[config.mk]
export PLATFORM = sky130hd
export DESIGN_NAME = div_issuer
export DESIGN_NICKNAME = d
export VERILOG_FILES = /design/src/rtl/div_pkg.sv /design/src/rtl/div_req_fifo.sv /design/src/rtl/div_issuer.sv
export SDC_FILE = /design/constraint.sdc
export NUM_CORES = 1
export LEC_CHECK = 0
export BUFFER_PORTS_ARGS = -buffer_cell sky130_fd_sc_hd__clkbuf_2
export CORE_MARGIN = 4
export CORE_UTILIZATION = 55
export CTS_BUF_LIST = sky130_fd_sc_hd__clkbuf_4 sky130_fd_sc_hd__clkbuf_8
export CTS_CLUSTER_SIZE = 16
export DETAILED_ROUTE_END_ITERATION = 10
export PLACE_DENSITY = 0.76
export REMOVE_ABC_BUFFERS = 1
export SLEW_MARGIN = 0
export SYNTH_ARGS = -nofsm -noshare
export SYNTH_HDL_FRONTEND = slang
export SYNTH_SLANG_ARGS = --single-unit
[constraint.sdc]
create_clock -name clk -period 7.4 [get_ports clk]
set_clock_uncertainty 0.05 [all_clocks]
set_input_delay 1.48 -clock clk [delete_from_list [all_inputs] [get_ports clk]]
set_output_delay 1.48 -clock clk [all_outputs]
set_load 0.005 [all_outputs]
[src/rtl/div_pkg.sv]
// Shared constants for the divider issuer: FSM encoding, default sizing, div-by-zero result.
// Latency: n/a (package only).
// Backpressure: n/a.
package div_pkg;

    localparam int DEF_WIDTH   = 32;
    localparam int DEF_DEPTH   = 4;
    localparam int DEF_TIMEOUT = 64;

    typedef logic [2:0] state_t;

    localparam state_t S_IDLE  = 3'd0;
    localparam state_t S_ISSUE = 3'd1;
    localparam state_t S_WAIT  = 3'd2;
    localparam state_t S_RESP  = 3'd3;
    localparam state_t S_GAP   = 3'd4;

    // Quotient reported for a zero divisor; wide enough for any WIDTH up to 64, sliced by users.
    localparam logic [63:0] DIV0_QUOTIENT = '1;

endpackage

[src/rtl/div_req_fifo.sv]
// Request buffer: DEPTH-entry synchronous FIFO holding {dividend, divisor} pairs.
// Latency: a push is visible at the head (o_empty low) on the cycle after it is written.
// Backpressure: o_full blocks pushes; a pop while full frees the slot only from the next cycle.
module div_req_fifo #(
    parameter int DW    = 64,
    parameter int DEPTH = 4
) (
    input  logic          i_clk,
    input  logic          i_rst_n,
    input  logic          i_push,
    input  logic [DW-1:0] i_dat,
    input  logic          i_pop,
    output logic [DW-1:0] o_dat,
    output logic          o_full,
    output logic          o_empty
);

    localparam int AW = $clog2(DEPTH);

    logic [DW-1:0] r_mem [DEPTH];
    logic [AW-1:0] r_wptr;
    logic [AW-1:0] r_rptr;
    logic [AW:0]   r_cnt;
    logic          w_push;
    logic          w_pop;

    assign w_push  = i_push && !o_full;
    assign w_pop   = i_pop && !o_empty;
    assign o_full  = (r_cnt == (AW+1)'(DEPTH));
    assign o_empty = (r_cnt == '0);
    assign o_dat   = r_mem[r_rptr];

    // Pointer and occupancy tracking; DEPTH is a power of two so pointers wrap naturally.
    always_ff @(posedge i_clk or negedge i_rst_n) begin
        if (!i_rst_n) begin
            r_wptr <= '0;
            r_rptr <= '0;
            r_cnt  <= '0;
        end else begin
            if (w_push) r_wptr <= r_wptr + AW'(1);
            if (w_pop)  r_rptr <= r_rptr + AW'(1);
            case ({w_push, w_pop})
                2'b10:   r_cnt <= r_cnt + (AW+1)'(1);
                2'b01:   r_cnt <= r_cnt - (AW+1)'(1);
                default: r_cnt <= r_cnt;
            endcase
        end
    end

    // Storage array; contents need no reset because occupancy gates every read.
    always_ff @(posedge i_clk) begin
        if (w_push) r_mem[r_wptr] <= i_dat;
    end

endmodule

[src/rtl/div_issuer.sv]
// Divider front end: buffers requests, runs one divide at a time, returns results in order.
// Latency: push->pop 1, pop->start 1, done sampled at N -> out_valid at N+1; div-by-zero push->valid 2.
// Backpressure: in_ready = FIFO not full; a held out_valid stalls the FSM and fills the FIFO.
module div_issuer
    import div_pkg::*;
#(
    parameter int WIDTH   = DEF_WIDTH,
    parameter int DEPTH   = DEF_DEPTH,
    parameter int TIMEOUT = DEF_TIMEOUT
) (
    input  logic             clk,
    input  logic             rst,
    input  logic             in_valid,
    output logic             in_ready,
    input  logic [WIDTH-1:0] in_dividend,
    input  logic [WIDTH-1:0] in_divisor,
    output logic             div_start,
    output logic [WIDTH-1:0] div_dividend,
    output logic [WIDTH-1:0] div_divisor,
    input  logic             div_done,
    input  logic [WIDTH-1:0] div_quotient,
    input  logic [WIDTH-1:0] div_remainder,
    output logic             out_valid,
    input  logic             out_ready,
    output logic [WIDTH-1:0] out_quotient,
    output logic [WIDTH-1:0] out_remainder,
    output logic             out_div_by_zero,
    output logic             out_timeout,
    output logic             busy
);

    localparam int CW = $clog2(TIMEOUT);
    // Elapsed cycles since ISSUE is r_cnt+1 in WAIT; giving up at TIMEOUT-1 elapsed
    // puts the aborted response on out_valid exactly TIMEOUT cycles after the start pulse.
    localparam logic [CW-1:0] CNT_LAST = CW'(TIMEOUT - 2);

    state_t            r_state;
    state_t            w_state_nxt;
    logic [CW-1:0]     r_cnt;
    logic [WIDTH-1:0]  r_div_dividend;
    logic [WIDTH-1:0]  r_div_divisor;
    logic [WIDTH-1:0]  r_out_q;
    logic [WIDTH-1:0]  r_out_r;
    logic              r_dbz;
    logic              r_to;

    logic              w_fifo_full;
    logic              w_fifo_empty;
    logic [2*WIDTH-1:0] w_head;
    logic [WIDTH-1:0]  w_head_dividend;
    logic [WIDTH-1:0]  w_head_divisor;
    logic              w_head_div0;
    logic              w_push;
    logic              w_pop;
    logic              w_done_ok;
    logic              w_expired;

    assign in_ready        = !w_fifo_full;
    assign w_push          = in_valid && !w_fifo_full;
    assign w_pop           = (r_state == S_IDLE) && !w_fifo_empty;
    assign w_head_dividend = w_head[2*WIDTH-1:WIDTH];
    assign w_head_divisor  = w_head[WIDTH-1:0];
    assign w_head_div0     = (w_head_divisor == '0);
    // A done seen in the first WAIT cycle may be left over from the previous divide.
    assign w_done_ok       = (r_state == S_WAIT) && div_done && (r_cnt != '0);
    assign w_expired       = (r_state == S_WAIT) && (r_cnt == CNT_LAST);

    assign div_dividend    = r_div_dividend;
    assign div_divisor     = r_div_divisor;
    assign out_quotient    = r_out_q;
    assign out_remainder   = r_out_r;
    assign out_div_by_zero = r_dbz;
    assign out_timeout     = r_to;

    div_req_fifo #(
        .DW    (2*WIDTH),
        .DEPTH (DEPTH)
    ) u_fifo (
        .i_clk   (clk),
        .i_rst_n (rst),
        .i_push  (w_push),
        .i_dat   ({in_dividend, in_divisor}),
        .i_pop   (w_pop),
        .o_dat   (w_head),
        .o_full  (w_fifo_full),
        .o_empty (w_fifo_empty)
    );

    // FSM state register.
    always_ff @(posedge clk or negedge rst) begin
        if (!rst) r_state <= S_IDLE;
        else      r_state <= w_state_nxt;
    end

    // Next-state selection; done takes priority over the timeout in the same cycle.
    always_comb begin
        w_state_nxt = r_state;
        case (r_state)
            S_IDLE:  if (!w_fifo_empty) w_state_nxt = w_head_div0 ? S_RESP : S_ISSUE;
            S_ISSUE: w_state_nxt = S_WAIT;
            S_WAIT:  if (w_done_ok || w_expired) w_state_nxt = S_RESP;
            S_RESP:  if (out_ready) w_state_nxt = S_GAP;
            S_GAP:   w_state_nxt = S_IDLE;
            default: w_state_nxt = S_IDLE;
        endcase
    end

    // State-decoded outputs; all derive from registers so reset clears them at once.
    always_comb begin
        div_start = (r_state == S_ISSUE);
        out_valid = (r_state == S_RESP);
        busy      = (r_state != S_IDLE) || !w_fifo_empty;
    end

    // Operand, wait-counter and result registers.
    always_ff @(posedge clk or negedge rst) begin
        if (!rst) begin
            r_cnt          <= '0;
            r_div_dividend <= '0;
            r_div_divisor  <= '0;
            r_out_q        <= '0;
            r_out_r        <= '0;
            r_dbz          <= 1'b0;
            r_to           <= 1'b0;
        end else begin
            case (r_state)
                S_IDLE: begin
                    if (w_pop) begin
                        r_div_dividend <= w_head_dividend;
                        r_div_divisor  <= w_head_divisor;
                        r_dbz          <= 1'b0;
                        r_to           <= 1'b0;
                        if (w_head_div0) begin
                            r_out_q <= DIV0_QUOTIENT[WIDTH-1:0];
                            r_out_r <= w_head_dividend;
                            r_dbz   <= 1'b1;
                        end
                    end
                end
                S_ISSUE: r_cnt <= '0;
                S_WAIT: begin
                    r_cnt <= r_cnt + CW'(1);
                    if (w_done_ok) begin
                        r_out_q <= div_quotient;
                        r_out_r <= div_remainder;
                    end else if (w_expired) begin
                        r_out_q <= '0;
                        r_out_r <= '0;
                        r_to    <= 1'b1;
                    end
                end
                S_RESP: begin
                    if (out_ready) begin
                        r_dbz <= 1'b0;
                        r_to  <= 1'b0;
                    end
                end
                default: ;
            endcase
        end
    end

endmodule

Word level (Yosys, flattened, before mapping) --
Memory sizes are Yosys's and may differ from the RTL's. Cells that the tools add are included.
Word-level totals: register bits 146, bits in writable memories 256, input bits 133, output and inout port bits 134, word-level logic and storage cells 84, memories kept 1
Operators by class: add/sub/neg operators 5, equal/unequal tests 15, mux-type cells 26, reduce and logical (&&, ||, !) cells 26
Memory list:
- u_fifo.r_mem | words 4, bits a word 64, read ports 1, clocked after Yosys merged registers in 0, write ports 1, RTL line div_req_fifo.sv:20 | logic [DW-1:0] r_mem [DEPTH];
Operators with widths (number):
- $mux 32 | 7
- $pmux 32 s2 | 2
- $logic_not 32->1 | 1
- $pmux 3 s4 | 1
- $pmux 6 s2 | 1
- $mux 3 | 3
- $mux 1 | 8
- $ne 2x2->1 const B | 4
- $reduce_bool 2->1 | 4
- $logic_and 1x1->1 | 7
- $add 6x1->6 const B | 1
- $eq 3x2->1 const B | 2
- $eq 6x6->1 const B | 1
- $logic_not 3->1 | 2
- $ne 2x1->1 const B | 3
- $pmux 3 s2 | 1
- $reduce_and 3->1 | 2
- $reduce_bool 3->1 | 2
- $reduce_bool 6->1 | 1
- $reduce_and 5->1 | 1
- $add 2x1->2 const B | 2
- $reduce_and 4->1 | 1
- $add 3x1->3 const B | 1
- $eq 3x1->1 const B | 1
- other kinds (11) | 13

Longest topological paths before layout --
depth after elaboration 6, depth in mapped cells 12, gate-level depth less buffers 10

By module --
A second synthesis with hierarchy kept.
Second synthesis, totals: cell total of the unflattened synthesis 869, area, all modules 15738.8 um2
By module, submodules not included:
- div_req_fifo | instances 1, cells each 371, area each 9655.5 um2, sequential area each 7862.5 um2
- div_issuer | instances 1, cells each 498, area each 6083.3 um2, sequential area each 3478.3 um2

Worst setup path after synthesis --
Ideal clock, no wire load.
path kind input-to-reg, start point in in_valid, end point mem u_fifo.r_mem[0][0] (enable), setup time 0.429 ns, arrival 3.025 ns, data required time 6.921 ns, slack 3.896 ns, stages 1, path buffers 0, cells stage by stage and3_1
On the way: cells in the longest elaborated chain, start to end 4
Ends and longest elaborated chain:
- start, declared | RTL line div_issuer.sv:13 | input logic in_valid,
- $logic_and 1x1->1 | RTL line div_issuer.sv:59 | assign w_push = in_valid && !w_fifo_full;
- $logic_and 1x1->1 | RTL line div_req_fifo.sv:27 | assign w_push = i_push && !o_full;
- $mux 1 | RTL line div_req_fifo.sv:52 | if (w_push) r_mem[r_wptr] <= i_dat;
- $mux 1 (implied by the code) | RTL line div_req_fifo.sv:52
- end, declared | RTL line div_req_fifo.sv:20
No other way between the ends.

Worst setup path after layout --
start point reg u_fifo.r_rptr[0], end point reg r_out_r[19] (netlist: out_remainder[19])
On the way: cells in the longest elaborated chain, start to end 4, elaborated cells on any way between the ends 7, classes of those cells eq/ne: 1; mux: 3; reduce/logical: 2; memory: 1
Ends and longest elaborated chain:
- start, declared | RTL line div_req_fifo.sv:22 | logic [AW-1:0] r_rptr;
- start signal, assigned | RTL line div_req_fifo.sv:41 | if (w_pop) r_rptr <= r_rptr + AW'(1);
- $mem_v2 4x64 (*)
- $logic_not 32->1 or $mux 32 (tied branches) | RTL line div_issuer.sv:63, div_issuer.sv:133
- $ne 2x2->1 (no line) or $mux 32 (tied branches)
- $reduce_and 4->1 (no line) or $pmux 32 s2 (tied branches)
- end signal, assigned | RTL line div_issuer.sv:135 | r_out_r <= w_head_dividend;
- end signal, assigned | RTL line div_issuer.sv:145 | r_out_r <= div_remainder;
- end, declared | RTL line div_issuer.sv:43 | logic [WIDTH-1:0] r_out_r;
Every way passes the cells marked *; elsewhere a longest branch is shown, timed or not. The select of a mux whose other input is x is not followed. A chain may end at the register's enable or synchronous reset.

==> out/results.ini <==
[worst_setup_path]
endpoint_kind = register
cp_cell_sequence = buf_4 > mux4_2 > nor4_1 > nand4_1 > or2_1 > a21oi_4 > buf_4 > mux2_1
worstSetupPathType = reg2reg
critical_path.max_fanout = 35
required_ns = 7.78
slowest_delay_ns = 0.86
start_kind = register
crit_arrival_ns = 4.79
crit_top_cell = buf_4
critPathSlowestCell = dfrtp_4

[yosys]
yosys_warnings = 0
ys_ff_latch = 402
ys_top_cells_by_area = edfxtp_1 49%, dfrtp_1 23%, mux4_2 9.3%, mux2_2 4.8%, mux2_1 2.2%
synth_seq_area_share = 0.728
syn_area_mm2 = 0.0156
yosys.cell_types.count = 39
synth_top_cell_by_area = edfxtp_1
synthCells = 901
syn_avg_cell_area_um2 = 17.3
synth_top_cell_area_share = 0.493

[job]
maxCapViolCount = 0

[timing]
slew_headroom = 0.182
hold_viol_final = 0
grt_setup_unrepaired = no
worstMarginPinSlew_ns = 1.23
setup_viol = 0
fin_crit_sh = 0.596
min_period_ns = 4.41
tns_ns = 0
report.final.slew_viol_count = 0
fmax_mhz = 227

[finish]
layout-drive-gt1-share = 0.424
nNetsFinal = 1331
diodes = 0
design_area_mm2 = 0.0186
synthToLayoutAreaGrowth_pct = 19.2

[power]
power_w = 0.00797
power_density_mw_per_mm2 = 429
p_leak_nw = 7.50
peakVddDrop_uv = 248

[die]
core_mm2 = 0.0279
die_height_um = 176
io-pin-count = 267
dieArea_mm2 = 0.0311
rows = 61
initial_core_util = 0.559
die_w_um = 176

[detailed_routing]
firstDrtPassIters = 6
drc = 0
vias_per_cell = 5.43
wl_per_cell_um = 20.1
ant_nets = 0
vias = 8774
first_iter_violations = 518
routed_wl_mm = 32.6

[cts]
cts-root-buf = clkbuf_8
cts_buffers = 60
clockBufferDepth = 3
cts.reportedPaths.clkPinSlew_ns = 0.06
tritoncts = done
cts_setup_buffers = 0
htreeDepth = 2
cts_resized = 0
postCtsHoldBufs = 0
clock-sinks = 402
insertion_delay_ns = 0.58

[global_routing]
grt_pass1_wl_mm = 50.7
grt_max_degree = 79
grt_usage = 0.209
antenna_found_initial = 3
overflow = 0
first_global_vias = 9195

[placement]
port_buffers = 266
dp_hpwl_mm = 19.7
placed_area_mm2 = 0.0173
place_congestion = 0.752

[status]
outcome = complete, no violations

[worst_hold_path]
worstHoldPathType = reg2reg

## area by class of cell
type	count	area, um^2
clock inverter	8	63.8
sequential	402	11300
tap	378	473
multi-input combinational	411	3910
clock buffer	104	1240
timing repair buffer	273	1390
fill	1946	9280
inverter	41	154
## worst paths after layout
path	startpoint	slack [ns]	cells past startpoint	end
setup / recovery	u_fifo.r_rptr[0]$_DFFE_PN0P_	2.99	8	out_remainder[19]$_DFFE_PN0P_
hold / removal	out_remainder[17]$_DFFE_PN0P_	0.44	1	out_remainder[17]$_DFFE_PN0P_
setup reg to reg	u_fifo.r_rptr[0]$_DFFE_PN0P_	2.99	8	out_remainder[19]$_DFFE_PN0P_
hold reg to reg	out_remainder[17]$_DFFE_PN0P_	0.44	1	out_remainder[17]$_DFFE_PN0P_
max in group asynchronous	rst	5.03	2	out_remainder[14]$_DFFE_PN0P_
min in group asynchronous	rst	0.90	1	div_dividend[19]$_DFFE_PN0P_
## cells by family (layout without fill, tap and decap cells)
family                     Yosys count  after routing  share of synthesized area
DFF                                402            402                      0.728
muxes                              161            161                      0.163
and+or+nand+nor                    118            118                     0.0342
AOI/OAI and AO/OA                  117            117                     0.0404
buffers and inverters               88            426                     0.0239
adders and majority gates            9              9                    0.00771
xor gates and xnor gates             6              6                    0.00337
## registers in the layout, summed over array words and instances, names as in the netlist, 2 cells and up
signal         count
div_dividend      32
div_divisor       32
out_quotient      32
out_remainder     32
r_cnt              6
r_state            3
u_fifo.r_cnt       3
u_fifo.r_mem     256
u_fifo.r_rptr      2
u_fifo.r_wptr      2
## metrics by stage
| step | util | setup slack, ns | instances | hold WS (ns) |
|---|---|---|---|---|
| floorplan | - | 1.59 | 854 | 0.414 |
| CTS | 0.667 | 2.83 | 1617 | 0.437 |
| global placement | 0.620 | 2.92 | 1505 | 0.419 |
| global route | 0.667 | 2.59 | 1617 | 0.460 |
| detailed placement | 0.620 | 2.86 | 1505 | 0.425 |
| finish | 0.667 | 2.99 | 1617 | 0.436 |
## critical path, delay by kind of cell, from the launching register on
| family | cells | cell delay (ns) |
|---|---|---|
| DFF | 1 | 0.86 |
| AOI/OAI and AO/OA | 1 | 0.18 |
| and+or+nand+nor | 3 | 1.01 |
| muxes | 2 | 0.98 |
| buffers and inverters | 2 | 1.15 |
## layer usage
metal | global-route usage | wire length (um) | vias to the layer above
met4 | 0.0530 | 590 | 6
met1 | 0.289 | 13400 | 4447
li1 | - | - | 3984
met3 | 0.0497 | 2440 | 51
met5 | 0 | 41 | -
met2 | 0.344 | 16100 | 286
## cell usage in the layout, fill, tap and decap left out, types with 33 or more instances in the layout
| cell type | n |
|---|---|
| clkbuf_8 | 73 |
| clkbuf_2 | 265 |
| mux4_2 | 64 |
| a21oi_1 | 67 |
| nand2_1 | 73 |
| edfxtp_1 | 256 |
| dfrtp_1 | 144 |
| o21ai_0 | 33 |
| inv_1 | 41 |
| mux2_2 | 66 |
## power by group
group,leakage (nW),switching (W),total [W],internal (W)
clock,0.707,0.000796,0.00187,0.00108
combinational,2.74,0.00133,0.00258,0.00125
sequential,4.05,0.000397,0.00352,0.00312
total,7.50,0.00252,0.00797,0.00545
## cells in the mapped netlist, drive strengths merged
cell,number
edfxtp,256
dfrtp,146
mux2,96
nand2,73
a21oi,68
mux4,64
inv,41
o21ai,41
clkbuf,31
buf,16
ha,8
nor4,8
and3,7
nand3,6
nor2,6
nand4,4
a21o,3
nand2b,3
nor2b,3
nor3,3
xnor2,3
xor2,3
and2,2
a22o,1
a31oi,1
fa,1
mux2i,1
nor3b,1
o21a,1
o41a,1
o41ai,1
or2,1
or3b,1
Note: power is estimated with default switching activity, not from simulation.
